### config.mk
export PLATFORM = sky130hd
export DESIGN_NAME = math_compare_pipelined
export DESIGN_NICKNAME = d
export VERILOG_FILES = /design/src/rtl/math_compare_pipelined.sv
export SDC_FILE = /design/constraint.sdc
export NUM_CORES = 1
export LEC_CHECK = 0
export CAP_MARGIN = 20
export CORE_ASPECT_RATIO = 1.4
export CORE_MARGIN = 2
export CORE_UTILIZATION = 51
export DETAILED_ROUTE_END_ITERATION = 16
export GPL_TIMING_DRIVEN = 0
export PLACE_DENSITY_LB_ADDON = 0.05
export SLEW_MARGIN = 10
export SYNTH_ARGS = -nofsm -noshare
export SYNTH_HDL_FRONTEND = slang
export SYNTH_SLANG_ARGS = --single-unit
### constraint.sdc
create_clock -name clk -period 1.46 [get_ports clk]
set_input_delay 0.438 -clock clk [delete_from_list [all_inputs] [get_ports clk]]
set_output_delay 0.438 -clock clk [all_outputs]
set_load 0.01 [all_outputs]
### src/rtl/math_compare_pipelined.sv
// rtl/math_compare_pipelined.sv - pipelined MSB-first magnitude comparator, one chunk per stage (signed mode: MATH_COMPARE_SIGNED_EN)
module math_compare_pipelined #(
  parameter int WIDTH   = 8,
  parameter int LATENCY = 4
) (
  input  logic             clk,
  input  logic             rst_n,
  input  logic             ce,
  input  logic             in_valid,
  input  logic [WIDTH-1:0] I1,
  input  logic [WIDTH-1:0] I2,
  output logic             out_valid,
  output logic             eq,
  output logic             lt,
  output logic             gt
);

  localparam int ALU_WIDTH       = (WIDTH + LATENCY - 1) / LATENCY;
  localparam int CHUNK_COUNT     = (WIDTH + ALU_WIDTH - 1) / ALU_WIDTH;
  localparam int LAST_CHUNK_SIZE = ((WIDTH % ALU_WIDTH) == 0) ? ALU_WIDTH : (WIDTH % ALU_WIDTH);

  logic [WIDTH-1:0] a_s0;
  logic [WIDTH-1:0] b_s0;

`ifdef MATH_COMPARE_SIGNED_EN
  // Flipping the sign bit maps two's complement ordering onto unsigned ordering.
  localparam logic [WIDTH-1:0] SIGN_MASK = WIDTH'(1) << (WIDTH - 1);
  assign a_s0 = I1 ^ SIGN_MASK;
  assign b_s0 = I2 ^ SIGN_MASK;
`else
  assign a_s0 = I1;
  assign b_s0 = I2;
`endif

  for (genvar k = 0; k < CHUNK_COUNT; k++) begin : g_stage
    // Operand bits reaching this stage, the chunk it examines, and what it keeps for later stages.
    localparam int IN_W  = (k == 0) ? WIDTH : (CHUNK_COUNT - k) * ALU_WIDTH;
    localparam int CMP_W = (k == 0) ? LAST_CHUNK_SIZE : ALU_WIDTH;
    localparam int REM_W = IN_W - CMP_W;

    logic [IN_W-1:0]  a_in;
    logic [IN_W-1:0]  b_in;
    logic [CMP_W-1:0] a_chunk;
    logic [CMP_W-1:0] b_chunk;
    logic             prev_valid;
    logic             prev_decided;
    logic             prev_lt;
    logic             prev_gt;
    logic             valid_d, decided_d, lt_d, gt_d;
    logic             valid_q, decided_q, lt_q, gt_q;

    if (k == 0) begin : g_src
      assign a_in         = a_s0;
      assign b_in         = b_s0;
      assign prev_valid   = in_valid;
      assign prev_decided = 1'b0;
      assign prev_lt      = 1'b0;
      assign prev_gt      = 1'b0;
    end else begin : g_src
      assign a_in         = g_stage[k-1].g_rem.a_q;
      assign b_in         = g_stage[k-1].g_rem.b_q;
      assign prev_valid   = g_stage[k-1].valid_q;
      assign prev_decided = g_stage[k-1].decided_q;
      assign prev_lt      = g_stage[k-1].lt_q;
      assign prev_gt      = g_stage[k-1].gt_q;
    end

    assign a_chunk = a_in[IN_W-1 -: CMP_W];
    assign b_chunk = b_in[IN_W-1 -: CMP_W];

    // An entry already decided by a higher chunk passes through; otherwise this chunk decides it.
    always_comb begin
      valid_d   = prev_valid;
      decided_d = prev_decided;
      lt_d      = prev_lt;
      gt_d      = prev_gt;
      if (!prev_decided) begin
        decided_d = (a_chunk != b_chunk);
        lt_d      = (a_chunk < b_chunk);
        gt_d      = (a_chunk > b_chunk);
      end
    end

    // Stage control/result flags; reset clears them so nothing in flight survives.
    always_ff @(posedge clk) begin
      if (!rst_n) begin
        valid_q   <= 1'b0;
        decided_q <= 1'b0;
        lt_q      <= 1'b0;
        gt_q      <= 1'b0;
      end else if (ce) begin
        valid_q   <= valid_d;
        decided_q <= decided_d;
        lt_q      <= lt_d;
        gt_q      <= gt_d;
      end
    end

    if (REM_W > 0) begin : g_rem
      logic [REM_W-1:0] a_q;
      logic [REM_W-1:0] b_q;

      // Lower operand bits still to be examined; data needs no reset since valid qualifies it.
      always_ff @(posedge clk) begin
        if (ce) begin
          a_q <= a_in[REM_W-1:0];
          b_q <= b_in[REM_W-1:0];
        end
      end
    end
  end

  assign out_valid = g_stage[CHUNK_COUNT-1].valid_q;
  assign eq        = out_valid & ~g_stage[CHUNK_COUNT-1].decided_q;
  assign lt        = out_valid &  g_stage[CHUNK_COUNT-1].lt_q;
  assign gt        = out_valid &  g_stage[CHUNK_COUNT-1].gt_q;

endmodule

# [Word-level counts from Yosys, hierarchy flattened]
# Index checks and enable logic that the tools add are counted.
[totals] input_bits=20 output_inout_bits=4 reg_bits=40
[classes] bitwise=4 muxes=9 n_eq_ne=4 magnitude_cmp=8
[ops] cell="$mux 1" count=9
[ops] cell="$gt 2x2->1" count=4
[ops] cell="$lt 2x2->1" count=4
[ops] cell="$ne 2x2->1" count=4
[ops] cell="$and 1x1->1" count=3
[ops] cell="$not 1->1" count=1

# [Longest topological paths before layout]
[depth] word_depth=2 ltp_mapped=5 mapped_depth_nobuf=5

# [Least setup slack after synthesis]
# OpenSTA, ideal clock, no wires.
[synth_timing] kind="register to register" startpoint="register g_stage[2].g_rem.a_q[1]" endpoint="register g_stage[3].lt_q" setup_slack_ps=165 arrival_time_ps=1221 stages_incl_launch_ff=5 n_path_buf=0 setup_ps=74 synth_period_minus_slack_ps=1295 cell_sequence="edfxtp_1 -> ha_1 -> nor2b_4 -> or3_1 -> a31oi_1"
[synth_between] elab_chain_cells=2
[synth_lines] item="start, declared" line="100" text="logic [REM_W-1:0] a_q;"
[synth_lines] item="start signal, assigned" line="106" text="a_q <= a_in[REM_W-1:0];"
[synth_lines] item="$lt 2x2->1" line="79" text="lt_d = (a_chunk < b_chunk);"
[synth_lines] item="$mux 1" line="77" text="if (!prev_decided) begin"
[synth_lines] item="end signal, assigned" line="94" text="lt_q <= lt_d;"
[synth_lines] item="end, declared" line="50" text="logic valid_q, decided_q, lt_q, gt_q;"
# Every way passes these cells.
# A chain may end at the register's enable or synchronous reset.

# [Worst setup path after layout]
[layout_timing] startpoint="input I2[7]" endpoint="register g_stage[0].lt_q"
[layout_between] elab_chain_cells=1
[layout_lines] item="start, declared" line="11" text="input logic [WIDTH-1:0] I2,"
[layout_lines] item="$lt 2x2->1" line="79"
[layout_lines] item="end signal, assigned" line="94"
[layout_lines] item="end, declared" line="50"
# Every way passes these cells.

==> reports/results.ini <==
[clock_network]
worstSkewPairLatency_ns=0.29
cts_tree=yes
hold_buffers=0
cts_max_path_buffers=2
cts_root_buf=clkbuf_8
clk_pin_slew_worst_paths_ns=0.07
cts_sinks=40
cts.htree.levels=2
cts_buffers=5

[logic_synthesis]
synth_flop_cell=edfxtp_1
synth_cell_types=23
synth_nets=151
synth-seq-cells=40
syn_inst=123
async_flop_share_pct=0
avgSynthCellArea_um2=12.85
synth.cell_area_mm2=0.001580
synth_edf_count=24
yosysTopAreaCell=edfxtp_1
synth-warning-count=0
synth_area_leaders=edfxtp_1 46%, dfxtp_1 20%, ha_1 6.3%
synth_top_area_share_pct=45.61
yosysSeqAreaShare_pct=65.87

[setup_path]
worstSetupStartpointType=primary input
rr_endpoint=g_stage[3].lt_q
critPathMaxFanout=3
cp-end-kind=flop
ff2ff_path_depth=4
path_class=in2reg
reg2reg_from=g_stage[2].g_rem.a_q[1]
reg2reg_slack_ns=0.07
cp_data_required_time_ns=1.65
worst_ep_arrival_time_ns=1.61

[placed_design]
io_buffers=23
dp.cells=183
dp_hpwl_um=1514
globalplace.congestion=0.7544
place_area_mm2=0.001857

[die]
row_count=23
pin_count=24
core_mm2=0.002907
die_h_um=69.87
die_w_um=51.05
dieArea_mm2=0.003566
start_util_pct=54.37

[power_and_ir_drop]
p_total_mw=2.441
p_leak_nw=0.7934
vdd_ir_drop_max_mv=1.321
power_density_mw_per_mm2=1228

[flow_run]
max-cap-violations=0

[global_route]
grt_usage_pct=14.77
overflow=0
antenna_found_initial=0
grt_pass1_wl_um=3781
grt_pass1_vias=945
grt_start_max_net_pins=26

[timing]
skew_ns=0.002861
setup_viol=0
hold_ws_ns=0.4214
final_hold_viol_count=0
period_needed_ns=1.424
worst_pin_slew_ns=0.3242
max_freq_mhz=702.2
slew_violations=0
finalCritPeriodShare_pct=97.54
slew_headroom_pct=78.39

[run_status]
status=completed

[drt]
vias=981
drt-initial-drc-count=18
post-route-drc-count=0
via_per_inst=5.136
wl_per_cell_um=11.98
dr.pass1.iters=4
drt_wl_total_um=2288
final_antenna_net_count=0

[worst_hold_path]
hold_end=g_stage[1].g_rem.a_q[3]
worstHoldPathType=reg2reg
hp-start=g_stage[0].g_rem.a_q[3]
min_path_cells=0

[finish]
layoutNonFillerInstCount=191
fin_nets=181
drive_above_1_share_pct=15.58
stdcell_area_mm2=0.001988
diodes=0
utilization_pct=68.40
area_growth_pct=25.81

==> kinds of logic (layout without fill, tap and decap cells) <==
group / after synthesis / count (layout) / synth area share (%)
AO/OA/AOI/OAI: 28 / 28 / 10.14
flip-flops: 40 / 40 / 65.88
multiplexers: 4 / 4 / 2.534
buffers and inverters: 12 / 43 / 3.484
adder cells (fa/ha/maj): 8 / 8 / 6.334
AND/OR/NAND/NOR: 31 / 31 / 11.64
==> final cells by class <==
class | instances | area [µm²]
fill | 225 | 918.4
timing repair buffer | 23 | 211.5
clock buffer | 5 | 68.82
tap | 37 | 46.29
multi-input combinational | 71 | 521.8
clock inverter | 3 | 42.54
inverter | 8 | 30.03
buffer | 4 | 25.02
sequential | 40 | 1042
==> cells in the mapped netlist (all sizes together), types with 2 or more instances <==
cell type   n
and2        2
a31oi       6
inv         8
o21ai      12
edfxtp     24
dfxtp      16
nor2        3
buf         4
ha          8
or3         3
a21oi       6
nor2b      10
nand2      10
mux2i       4
==> worst max-delay path: stages <==
cell             delay [ns]
clkdlybuf4s50_1        0.45
inv_1                  0.06
ha_4                   0.27
nor2b_4                0.16
nor3b_2                0.05
o21a_1                 0.17
==> stage by stage <==
stage	worst slack [ns]	setup TNS (ns)
after floorplan	0.1649	0
after global placement	-1.013	-26.94
after detailed placement	-1.074	-29.32
after CTS	0.001558	0
after global routing	-0.01036	-0.01036
final	0.03586	0
==> timing repair <==
action / in CTS / in global routing
gates resized for setup: 15 / 9
setup buffers: 0 / 0
cloned: 0 / 0
setup endpoints to repair: 44 / 9
==> power breakdown <==
part / leakage [nW] / internal (mW) / switching (mW)
Combinational: 0.372 / 0.140 / 0.109
Clock: 0.0541 / 0.505 / 0.369
Sequential: 0.368 / 1.28 / 0.0335
Total: 0.793 / 1.93 / 0.512
==> flip-flops by register name (all words and copies together), names as in the netlist <==
signal / flops
g_stage.g_rem.a_q: 12
g_stage.g_rem.b_q: 12
g_stage.decided_q: 4
g_stage.gt_q: 4
g_stage.lt_q: 4
g_stage.valid_q: 3
out_valid: 1
==> how the worst max path moves through the flow <==
stage                            start                    to  slack (ns)  depth (start not counted)
6_report                         I2[7]       g_stage[0].lt_q        0.04                          6
5_1_grt                          I2[7]       g_stage[0].lt_q       -0.01                          6
4_1_cts                      out_valid                    eq       0.002                          2
3_5_place_dp                        ce  g_stage[0].decided_q       -1.07                          5
3_3_place_gp                        ce  g_stage[0].decided_q       -1.01                          5
2_1_floorplan  g_stage[2].g_rem.a_q[1]       g_stage[3].lt_q        0.16                          4
==> metal layers <==
metal | vias up | part of all wire, % | track usage [%]
met3 | 6 | 5.7 | 3.846
met4 | 0 | 2.5 | 12.31
met1 | 457 | 40 | 15.28
li1 | 494 | - | -
met2 | 24 | 52 | 24.10
met5 | - | 0 | 0
==> cells in the final DEF (no fill, tap or decap) <==
cell type        count
nand2b_1             1
or3_1                3
ha_4                 2
dfxtp_2              1
ha_1                 6
nand3_1              1
o211ai_1             1
o211a_1              1
clkbuf_8             5
buf_2                3
inv_1                8
o21ai_0             12
nor3b_2              1
nor2b_1              6
clkinv_2             1
dlygate4sd2_1        1
o21a_1               1
bufinv_16            1
clkinvlp_4           1
nor2_1               3
clkbuf_2             2
dfxtp_1             15
clkbuf_4             1
edfxtp_1            24
nand2_1             10
nor2b_4              4
clkdlybuf4s50_1     18
mux2i_1              4
a31oi_1              6
and2_1               2
buf_4                2
a21boi_1             1
a21oi_1              6
(Power assumes the default switching activity.)
